<file path="src/rtl/prog_loader.sv">
// rtl/prog_loader.sv - byte-stream program loader feeding the processor program/data memory
//
// Receives a count byte N (0 means 2^ADDR_W) followed by N big-endian 16-bit
// words, writes them to consecutive addresses starting at START_ADDR, and holds
// the processor in reset for the whole load.
//
// Optional feature macro: LOADER_CHECKSUM_EN
//   When defined, one checksum byte follows the data. The count, data and
//   checksum bytes must sum to 0x00 modulo 256; otherwise the load ends in
//   ERROR and the processor stays in reset.
//
// Ports:
//   clock, reset           rising-edge clock, asynchronous active-high reset
//   start                  single-cycle load request (IDLE, DONE or ERROR only)
//   rx_data/valid/ready    byte stream; transfer on rx_valid && rx_ready
//   mem_we/addr/data       memory write port, one mem_we cycle per word
//   cpu_reset              processor reset, active-high
//   busy, done, error      load status; done/error sticky until next start

module prog_loader #(
  parameter int                ADDR_W     = 8,
  parameter logic [ADDR_W-1:0] START_ADDR = '0
) (
  input  logic              clock,
  input  logic              reset,
  input  logic              start,
  input  logic [7:0]        rx_data,
  input  logic              rx_valid,
  output logic              rx_ready,
  output logic              mem_we,
  output logic [ADDR_W-1:0] mem_addr,
  output logic [15:0]       mem_data,
  output logic              cpu_reset,
  output logic              busy,
  output logic              done,
  output logic              error
);

  typedef enum logic [2:0] {
    S_IDLE  = 3'd0,
    S_COUNT = 3'd1,
    S_HI    = 3'd2,
    S_LO    = 3'd3,
    S_WRITE = 3'd4,
`ifdef LOADER_CHECKSUM_EN
    S_CSUM  = 3'd5,
`endif
    S_DONE  = 3'd6,
    S_ERROR = 3'd7
  } state_t;

  // A count byte of zero stands for a full 2^ADDR_W-word image.
  localparam logic [ADDR_W:0] FULL_COUNT = {1'b1, {ADDR_W{1'b0}}};

  state_t          state, state_next;
  logic [ADDR_W:0] remaining;
  logic            accept;
  logic            start_take;
  logic            busy_next;

`ifdef LOADER_CHECKSUM_EN
  logic [7:0] csum_acc;
  logic [7:0] csum_final;
  assign csum_final = csum_acc + rx_data;
`endif

  assign accept = rx_valid && rx_ready;

  always_ff @(posedge clock or posedge reset) begin
    if (reset) state <= S_IDLE;
    else       state <= state_next;
  end

  always_comb begin
    state_next = state;
    rx_ready   = 1'b0;
    mem_we     = 1'b0;
    start_take = 1'b0;
    case (state)
      S_IDLE, S_DONE, S_ERROR: begin
        if (start) begin
          state_next = S_COUNT;
          start_take = 1'b1;
        end
      end
      S_COUNT: begin
        rx_ready = 1'b1;
        if (rx_valid) state_next = S_HI;
      end
      S_HI: begin
        rx_ready = 1'b1;
        if (rx_valid) state_next = S_LO;
      end
      S_LO: begin
        rx_ready = 1'b1;
        if (rx_valid) state_next = S_WRITE;
      end
      S_WRITE: begin
        mem_we = 1'b1;
        if (remaining == {{ADDR_W{1'b0}}, 1'b1}) begin
`ifdef LOADER_CHECKSUM_EN
          state_next = S_CSUM;
`else
          state_next = S_DONE;
`endif
        end else begin
          state_next = S_HI;
        end
      end
`ifdef LOADER_CHECKSUM_EN
      S_CSUM: begin
        rx_ready = 1'b1;
        if (rx_valid) state_next = (csum_final == 8'h00) ? S_DONE : S_ERROR;
      end
`endif
      default: state_next = S_IDLE;
    endcase
  end

  assign busy_next = (state_next != S_IDLE) && (state_next != S_DONE) &&
                     (state_next != S_ERROR);

  // Status outputs are registered from the next state so they line up with
  // the state they describe; ERROR keeps the processor in reset.
  always_ff @(posedge clock or posedge reset) begin
    if (reset) begin
      mem_addr  <= START_ADDR;
      mem_data  <= 16'h0000;
      remaining <= '0;
      cpu_reset <= 1'b1;
      busy      <= 1'b0;
      done      <= 1'b0;
`ifdef LOADER_CHECKSUM_EN
      csum_acc  <= 8'h00;
`endif
    end else begin
      busy      <= busy_next;
      cpu_reset <= busy_next || (state_next == S_ERROR);
      done      <= (state_next == S_DONE);
      if (start_take) begin
        mem_addr <= START_ADDR;
`ifdef LOADER_CHECKSUM_EN
        csum_acc <= 8'h00;
`endif
      end
      case (state)
        S_COUNT: if (accept) begin
          remaining <= (rx_data == 8'h00) ? FULL_COUNT : (ADDR_W+1)'(rx_data);
`ifdef LOADER_CHECKSUM_EN
          csum_acc  <= csum_final;
`endif
        end
        S_HI: if (accept) begin
          mem_data[15:8] <= rx_data;
`ifdef LOADER_CHECKSUM_EN
          csum_acc       <= csum_final;
`endif
        end
        S_LO: if (accept) begin
          mem_data[7:0] <= rx_data;
`ifdef LOADER_CHECKSUM_EN
          csum_acc      <= csum_final;
`endif
        end
        S_WRITE: begin
          mem_addr  <= mem_addr + 1'b1;
          remaining <= remaining - 1'b1;
        end
        default: ;
      endcase
    end
  end

`ifdef LOADER_CHECKSUM_EN
  logic error_q;
  always_ff @(posedge clock or posedge reset) begin
    if (reset) error_q <= 1'b0;
    else       error_q <= (state_next == S_ERROR);
  end
  assign error = error_q;
`else
  assign error = 1'b0;
`endif

endmodule

</file>
<file path="config.mk">
export PLATFORM = sky130hd
export DESIGN_NAME = prog_loader
export DESIGN_NICKNAME = d
export VERILOG_FILES = /design/src/rtl/prog_loader.sv
export SDC_FILE = /design/constraint.sdc
export NUM_CORES = 1
export LEC_CHECK = 0
export CORE_MARGIN = 2
export CORE_UTILIZATION = 38
export DETAILED_ROUTE_END_ITERATION = 10
export GPL_TIMING_DRIVEN = 0
export HOLD_SLACK_MARGIN = 0.1
export PLACE_DENSITY = 0.66
export SETUP_SLACK_MARGIN = 0.15
export SYNTH_ARGS = -nofsm -noshare
export SYNTH_HDL_FRONTEND = slang
export SYNTH_SLANG_ARGS = --single-unit
</file>
<file path="constraint.sdc">
create_clock -name clock -period 1.7 [get_ports clock]
set_input_delay 0.51 -clock clock [delete_from_list [all_inputs] [get_ports clock]]
set_output_delay 0.51 -clock clock [all_outputs]
set_load 0.05 [all_outputs]
</file>
==> impl_metrics.yaml, run 1 <==
floorplan:
  initial_core_util: 0.394
  die_y_um: 74.0
  top_level_ports: 42
  die_area_mm2: 0.00548
  fp.dieW_um: 74.0
  core_area_mm2: 0.00472
  rows: 25
grt:
  grt_pass1_vias: 1517
  grt_max_degree: 40
  grtUsageTotal: 0.170
  antenna_found_initial: 0
  grt_overflow: 0
  grt_pass1_wl_mm: 7.13
route:
  via_per_inst: 5.27
  drt-initial-drc-count: 101
  firstDrtPassIters: 4
  antenna_left: 0
  num_vias: 1640
  drc_errors: 0
  wl_per_cell_um: 15.4
  wirelength_mm: 4.79
synthesis:
  synthTopCellsByCount: "dfrtp_1 (38), mux2_2 (17), o21ai_0 (17)"
  synth_edf_count: 0
  synthCells: 174
  synth_top_area_cell: "dfrtp_1"
  ys_seq_area_frac: 0.525
  ys_warn_count: 0
  ys_types: 40
  yosys.area.top_type_share: 0.511
  synth_seq_cells: 39
  async_flop_share: 1.00
  synth.most_common_cell: "dfrtp_1"
  synth_area_per_cell_um2: 10.7
  ys.flop_type: "dfrtp_1"
  syn_nets: 189
  synthTopCellsByArea: "dfrtp_1 (51%), mux2_2 (10%), o21ai_0 (4.6%)"
  netlist_area_mm2: 0.00186
outcome:
  status: "complete, but fails checks"
  violations: "setup timing"
power:
  leakagePower_nw: 1.32
  internal_power_mw: 3.06
  pwr-share-seq: 0.295
  cellPowerDensity_mw_per_mm2: 1960
  p_comb_frac: 0.588
  p_sw_frac: 0.459
  worst_ir_drop_vdd_v: 0.00114
  switching_power_mw: 2.60
  power_frac_clock: 0.117
sta:
  setup_viol_count_final: 20
  finalCritPeriodShare: 1.18
  holdWs_ps: 478
  drv_slew: 0
  finalCriticalPeriod_ps: 2000
  finalWorstSetupSlack_ps: -298
  max_slew.worst_pin.slew_ps: 817
  finalHoldViolCount: 0
  rsz0062_at_grt: "yes"
  slew_headroom: 0.454
  max_freq_mhz: 500
  clock-skew-final_ps: 12.5
clock_tree:
  numClockSinks: 39
  htreeDepth: 2
  clkLatencyLatePin_ps: 300
  cts_buffers: 5
  clk_path_buf_depth: 2
  cts_tree: "done"
  clkTransAtPathRegs_ps: 80
  cts_root_buffer: "clkbuf_8"
  cts_hold_buf: 0
worst_setup_path:
  start_kind: "flop"
  rr_worst_depth: 9
  worstPathArrival_ps: 1490
  path_class: "flop to output pin"
  cp.required_ps: 1190
  critPathMaxFanout: 2
  end_kind: "output pin"
final_layout:
  area_delta_synth_final_pct: 55.4
  utilization: 0.613
  antenna_cells: 0
  drive_gt1_frac: 0.512
  nNetsFinal: 258
flow_run:
  maxCapViolations: 0
placed_design:
  place_congestion: 0.779
  dpl.hpwl_mm: 2.70
  portBuffers: 40
worst_hold_path:
  min_path_cells: 1
  hp-class: "flop to flop"
## metrics by stage
stage / setup WS (ps) / total power, mW / setup TNS, ps / area [um2] / instances
5_1_grt: -346 / 5.96 / -5060 / 2890 / 311
4_1_cts: -296 / 5.08 / -1320 / 2630 / 299
3_5_place_dp: -722 / 4.23 / -14420 / 2370 / 281
6_report: -298 / 5.66 / -3120 / 2890 / 311
3_3_place_gp: -712 / 4.20 / -37260 / 2370 / 281
2_1_floorplan: 85.3 / 3.44 / 0 / 1880 / 174
## power by group through the flow
| stage | logic (mW) | clock network [mW] | registers (mW) |
|---|---|---|---|
| floorplan | 1.03 | 0 | 2.41 |
| global placement | 2.59 | 0 | 1.61 |
| detailed placement | 2.62 | 0 | 1.61 |
| CTS | 2.79 | 0.665 | 1.63 |
| global route | 3.52 | 0.705 | 1.73 |
| finish | 3.33 | 0.662 | 1.67 |
## worst paths after layout
check                                                to                     from  slack (ps)
worst max-delay path                             mem_we       state[0]$_DFF_PP0_        -300
worst min-delay path            mem_addr[7]$_DFFE_PP0P_  mem_addr[7]$_DFFE_PP0P_         480
worst max register to register           done$_DFF_PP0_       state[0]$_DFF_PP0_        -240
worst min register to register  mem_addr[7]$_DFFE_PP0P_  mem_addr[7]$_DFFE_PP0P_         480
max in group asynchronous       mem_addr[0]$_DFFE_PP0P_                    reset         440
min in group asynchronous            state[0]$_DFF_PP0_                    reset         690
## layout by cell type, fill, tap and decap left out, drive strengths merged, types with 2 or more instances in the layout
cell           synthesis  layout
o211ai                 2       2
nor2                  10      10
nand2                 12      12
xor2                   2       2
and3                   4       4
nand3                  9       9
clkdlybuf4s15          0       4
nand4                  4       4
ha                     3       3
nand2b                 2       2
clkdlybuf4s50          0      10
clkbuf                 2      12
a211oi                 4       4
clkdlybuf4s18          0       2
a22o                   2       2
a21oi                  6       6
a311oi                 3       3
dfrtp                 38      38
inv                    9       9
o21ai                 17      17
and2                   4       4
buf                    5      47
nor4                   5       5
mux2                  17      17
## flip-flops by register name, indices dropped and copies added (netlist names)
name	flops
done	1
cpu_reset	1
mem_addr	8
state	3
busy	1
mem_data	16
remaining	9
## kinds of logic (layout without fill, tap and decap cells)
family / Yosys count / after routing / synth area share
flip-flops: 39 / 39 / 0.525
other: 1 / 1 / 0.00201
AO/OA/AOI/OAI: 39 / 39 / 0.129
XOR/XNOR: 2 / 2 / 0.00941
buffers and inverters: 16 / 86 / 0.0417
AND/OR/NAND/NOR: 57 / 57 / 0.170
adder cells (fa/ha/maj): 3 / 3 / 0.0202
multiplexers: 17 / 17 / 0.103
## worst max-delay path, stage by stage, from the launching register on
cell and delay [ps]:
dfrtp_1 380, buf_6 120, or3b_4 390, inv_4 80
buf_12 100, buf_12 120
## final cells by class
class,instances,area [um2]
clock inverters,1,5.00
flip-flops and latches,39,978
plain buffers,7,97.6
well taps,67,83.8
fillers,386,1830
repair buffers,62,556
multi-input cells,119,1050
clock buffers,7,86.3
inverters,9,36.3
## per-layer routing
layer  wire length, um  vias up  global-route usage
met5                 0        -                   0
met4                82        0              0.0424
met3               220       11              0.0474
met2              2350       43               0.280
met1              2140      823               0.224
li1                  -      763                   -
## timing repair
item                                    in CTS  in global routing
gates resized for setup                    150                 92
endpoints found under the setup margin      64                 51
gates cloned                                 0                  1
pin swaps                                    8                 22
buffers inserted                            10                 11
Note: power is estimated with default switching activity, not from simulation.
==> inputs of run 2 (changes only) <==
CORE_UTILIZATION = 45   (was 38)
PLACE_DENSITY = 0.76   (was 0.66)
SKIP_LAST_GASP = 1   (was not set)
==> run 2 against run 1 <==
The run still ends with setup timing left. Core utilization increased by 9.5 points. Clock-buffer cell count decreased by 1. Combinational power decreased by 3%. Non-clock buffer count increased by 7. Clock skew decreased by 4.5 ps. Final area decreased by 2.2%. Clock power decreased by 3%.
==> impl_metrics.yaml, run 2 (synthesized netlist as in run 1, its figures left out) <==
grt:
  grt_pass1_vias: 1597
  grt_pass1_wl_mm: 7.31
  antenna_found_initial: 0
  grt_max_degree: 40
  grt_overflow: 0
  grtUsageTotal: 0.213
route:
  antenna_left: 0
  num_vias: 1629
  drc_errors: 0
  firstDrtPassIters: 4
  wl_per_cell_um: 15.8
  wirelength_mm: 4.75
  drt-initial-drc-count: 116
  via_per_inst: 5.43
floorplan:
  die_area_mm2: 0.00467
  rows: 23
  die_y_um: 68.3
  initial_core_util: 0.465
  top_level_ports: 42
  core_area_mm2: 0.00400
  fp.dieW_um: 68.3
power:
  total_power_mw: 5.54
  cellPowerDensity_mw_per_mm2: 1960
  leakagePower_nw: 1.29
  worst_ir_drop_vdd_v: 0.00116
final_layout:
  layout_common_cells: "dfrtp_1 (37), buf_4 (24), buf_2 (18)"
  largest-register: "mem_data"
  layout_commonest_cell: "dfrtp_1"
  stdcell_area_mm2: 0.00283
  nFillCells: 300
  antenna_cells: 0
  area_delta_synth_final_pct: 51.9
  reg_top3: "mem_data (16), remaining (9), mem_addr (8)"
  largest_reg_flops: 16
  nNetsFinal: 265
  drive_gt1_frac: 0.488
  fin_cells: 300
  utilization: 0.707
clock_tree:
  clkLatencyLatePin_ps: 290
  cts_root_buffer: "clkbuf_8"
  cts_buffers: 5
  cts_tree: "done"
  numClockSinks: 39
  clkTransAtPathRegs_ps: 80
  htreeDepth: 2
  cts_hold_buf: 0
  clk_path_buf_depth: 2
sta:
  max_slew.worst_pin.slew_ps: 799
  drv_slew: 0
  max_freq_mhz: 503
  setup_viol_count_final: 33
  holdWs_ps: 470
  rsz0062_at_grt: "yes"
  finalHoldViolCount: 0
  finalCriticalPeriod_ps: 1990
  finalWorstSetupSlack_ps: -289
  clock-skew-final_ps: 8.05
  slew_headroom: 0.467
  finalCritPeriodShare: 1.17
worst_setup_path:
  critPathBufInv: 4
  path_class: "flop to output pin"
  end_kind: "output pin"
  critPathMostFrequentCell: "buf_12"
  slowest_delay_ps: 390
  path_cells: "buf_6 > or3b_4 > inv_4 > buf_12 > buf_12"
  cp.required_ps: 1190
  cp.depth: 5
  worstPathArrival_ps: 1480
  cp_top_family: "buffers and inverters"
  rr_worst_depth: 8
  start_kind: "flop"
  critPathMaxFanout: 2
  critPathSlowestCell: "dfrtp_1"
flow_run:
  maxCapViolations: 0
placed_design:
  placed_area_mm2: 0.00234
  dpl.hpwl_mm: 2.76
  portBuffers: 40
  placed_cells: 264
  place_congestion: 0.810
outcome:
  violations: "setup timing"
  status: "complete, but fails checks"
worst_hold_path:
  min_path_cells: 1
  hp-class: "flop to flop"
## run 2: changes by cell type in the layout (fill, tap and decap cells not counted), sizes merged
cell	change
buf	+12
clkbuf	-5
clkdlybuf4s15	+1
clkdlybuf4s18	-2
## run 2: worst register-to-register path, cell delays in order, from the launching register on
cell	delay, ps
dfrtp_1	390
buf_6	120
or3b_4	390
buf_4	150
buf_6	130
nor4b_4	230
a22o_2	220
and2_4	160
and2_1	120
## run 2: per-layer routing
layer,global-route usage,wire [um],up-vias
met5,0,0,-
met4,0.0750,59,0
met3,0.0609,279,5
met2,0.367,2430,56
met1,0.253,1980,788
li1,-,-,780
## run 2: worst paths after layout
kind | end | slack (ps) | start
worst min-delay path | mem_addr[7]$_DFFE_PP0P_ | 470 | mem_addr[7]$_DFFE_PP0P_
worst max-delay path | mem_we | -290 | state[0]$_DFF_PP0_
worst min register to register | mem_addr[7]$_DFFE_PP0P_ | 470 | mem_addr[7]$_DFFE_PP0P_
min in group asynchronous | state[1]$_DFF_PP0_ | 680 | reset
max in group asynchronous | mem_addr[0]$_DFFE_PP0P_ | 460 | reset
worst max register to register | done$_DFF_PP0_ | -250 | state[0]$_DFF_PP0_
## run 2: what timing repair did
| item | 4_1_cts | 5_1_grt |
|---|---|---|
| setup endpoints to repair | 64 | 46 |
| buffers inserted | 12 | 17 |
| gates resized for setup | 151 | 77 |
| pin swaps | 13 | 17 |
## run 2: final cells by class
class                           count  area (um2)  area share
Timing Repair Buffer               69         588       0.208
Inverter                            9        36.3      0.0128
Clock inverter                      1        5.00     0.00177
Sequential cell                    39         978       0.346
Multi-Input combinational cell    119         985       0.348
Clock buffer                        6        82.6      0.0292
Tap cell                           50        62.6      0.0221
Buffer                              7        91.3      0.0323
## run 2: power by group
part	leakage, nW	internal (mW)	switching [mW]	total (mW)
combinational	0.763	1.35	1.87	3.22
sequential	0.475	1.32	0.362	1.68
clock	0.0470	0.318	0.325	0.644
## run 2: metrics by stage
stage          worst slack [ps]  setup TNS, ps
6_report                   -289          -2830
4_1_cts                    -310          -1480
5_1_grt                    -336          -4730
3_5_place_dp               -720         -14950
2_1_floorplan              85.3              0
3_3_place_gp               -708         -35540
==> inputs of run 3 (changes only) <==
MAX_ROUTING_LAYER = met4   (was not set)
==> run 3 against run 2 <==
The run still ends with setup timing left. Final area did not move. Clock-buffer cell count stayed put. Cell count is the same. Total power is 0.12% higher. Via count up 1.6%. Clock power up 0.8%. Critical endpoint unchanged.
==> impl_metrics.yaml, run 3 (synthesized netlist as in run 1, its figures left out) <==
power:
  cellPowerDensity_mw_per_mm2: 1960
  total_power_mw: 5.55
  leakagePower_nw: 1.29
  worst_ir_drop_vdd_v: 0.00116
worst_setup_path:
  slowest_delay_ps: 390
  endpoint: "mem_we"
  cp.required_ps: 1190
  rrSetupSlack_ps: -260
  r2r_start: "state[0]$_DFF_PP0_"
  path_class: "flop to output pin"
  rr_worst_depth: 8
  end_kind: "output pin"
  cp_top_family: "buffers and inverters"
  critPathSlowestCell: "dfrtp_1"
  path_cells: "buf_6 > or3b_4 > inv_4 > buf_12 > buf_12"
  critPathMaxFanout: 2
  critPathBufInv: 4
  start_kind: "flop"
  critPathMostFrequentCell: "buf_12"
  startpoint: "state[0]$_DFF_PP0_"
  cp.depth: 5
  r2r_end: "done$_DFF_PP0_"
  worstPathArrival_ps: 1480
final_layout:
  layout_common_cells: "dfrtp_1 (37), buf_4 (24), buf_2 (18)"
  layout_commonest_cell: "dfrtp_1"
  antenna_cells: 0
  nFillCells: 300
  largest_reg_flops: 16
  largest-register: "mem_data"
  area_delta_synth_final_pct: 51.9
  nNetsFinal: 265
  utilization: 0.707
  drive_gt1_frac: 0.488
  reg_top3: "mem_data (16), remaining (9), mem_addr (8)"
grt:
  grt_max_degree: 40
  grt_overflow: 0
  grt_pass1_vias: 1597
  grt_pass1_wl_mm: 7.31
  antenna_found_initial: 0
  grtUsageTotal: 0.219
route:
  wirelength_mm: 4.76
  via_per_inst: 5.52
  antenna_left: 0
  drc_errors: 0
  num_vias: 1655
  drt-initial-drc-count: 118
  wl_per_cell_um: 15.9
  firstDrtPassIters: 4
sta:
  finalWorstSetupSlack_ps: -295
  holdWs_ps: 470
  slew_headroom: 0.468
  max_freq_mhz: 501
  setup_viol_count_final: 33
  rsz0062_at_grt: "yes"
  drv_slew: 0
  finalCriticalPeriod_ps: 1990
  finalCritPeriodShare: 1.17
  max_slew.worst_pin.slew_ps: 797
  clock-skew-final_ps: 11.1
  finalHoldViolCount: 0
placed_design:
  dpl.hpwl_mm: 2.76
  place_congestion: 0.822
  portBuffers: 40
  post-place-ws_ps: -720
clock_tree:
  clkLatencyLatePin_ps: 300
  clkTransAtPathRegs_ps: 80
  numClockSinks: 39
  cts_root_buffer: "clkbuf_8"
  cts_buffers: 5
  clk_path_buf_depth: 2
  cts_hold_buf: 0
  htreeDepth: 2
  cts_tree: "done"
floorplan:
  rows: 23
  fp.dieW_um: 68.3
  core_area_mm2: 0.00400
  die_area_mm2: 0.00467
  top_level_ports: 42
  die_y_um: 68.3
  initial_core_util: 0.465
outcome:
  status: "complete, but fails checks"
  violations: "setup timing"
flow_run:
  maxCapViolations: 0
worst_hold_path:
  hp-class: "flop to flop"
==> run 3: repair_timing <==
action | CTS | global route
pin swaps | 13 | 17
gates resized for setup | 151 | 77
setup endpoints to repair | 64 | 46
buffers inserted | 12 | 17
==> run 3: cell type report <==
cell class | count | area (um2) | area share
buffer | 7 | 91.3 | 0.0323
clock buffer | 6 | 82.6 | 0.0292
clock inverter | 1 | 5.00 | 0.00177
inverter | 9 | 36.3 | 0.0128
multi-input combinational | 119 | 985 | 0.348
sequential | 39 | 978 | 0.346
tap | 50 | 62.6 | 0.0221
timing repair buffer | 69 | 588 | 0.208
==> run 3: worst min path at each step <==
stage                          endpoint  slack [ps]                     start  depth (start not counted)
5_1_grt         mem_addr[7]$_DFFE_PP0P_         500   mem_addr[7]$_DFFE_PP0P_                          1
3_3_place_gp    mem_addr[7]$_DFFE_PP0P_         470   mem_addr[7]$_DFFE_PP0P_                          1
2_1_floorplan  remaining[7]$_DFFE_PP0P_         460  remaining[7]$_DFFE_PP0P_                          1
3_5_place_dp    mem_addr[7]$_DFFE_PP0P_         480   mem_addr[7]$_DFFE_PP0P_                          1
4_1_cts         mem_addr[7]$_DFFE_PP0P_         490   mem_addr[7]$_DFFE_PP0P_                          1
6_report        mem_addr[7]$_DFFE_PP0P_         470   mem_addr[7]$_DFFE_PP0P_                          1
==> run 3: power breakdown <==
part / internal [mW] / switching, mW
combinational: 1.35 / 1.87
sequential: 1.32 / 0.361
clock: 0.319 / 0.330
==> run 3: worst reg2reg max path, delay by kind of cell, from the launching register on <==
kind	cells	cell delay (ps)
AO/OA/AOI/OAI	1	220
AND/OR/NAND/NOR	4	910
flip-flops	1	390
buffers and inverters	3	400
==> run 3: stage by stage <==
step                instance area, um2  instances  setup TNS [ps]
finish                            2830        300           -2960
global route                      2830        300           -4830
CTS                               2610        283           -1480
detailed placement                2340        264          -14950
global placement                  2340        264          -35540
floorplan                         1880        174               0
==> run 3: routing by layer <==
layer / part of all wire / global-route usage / vias to the layer above / wire [um]
li1: - / - / 780 / -
met1: 0.43 / 0.255 / 822 / 2030
met2: 0.51 / 0.367 / 48 / 2450
met3: 0.046 / 0.0576 / 5 / 220
met4: 0.012 / 0.0750 / 0 / 59
met5: 0 / - / - / 0
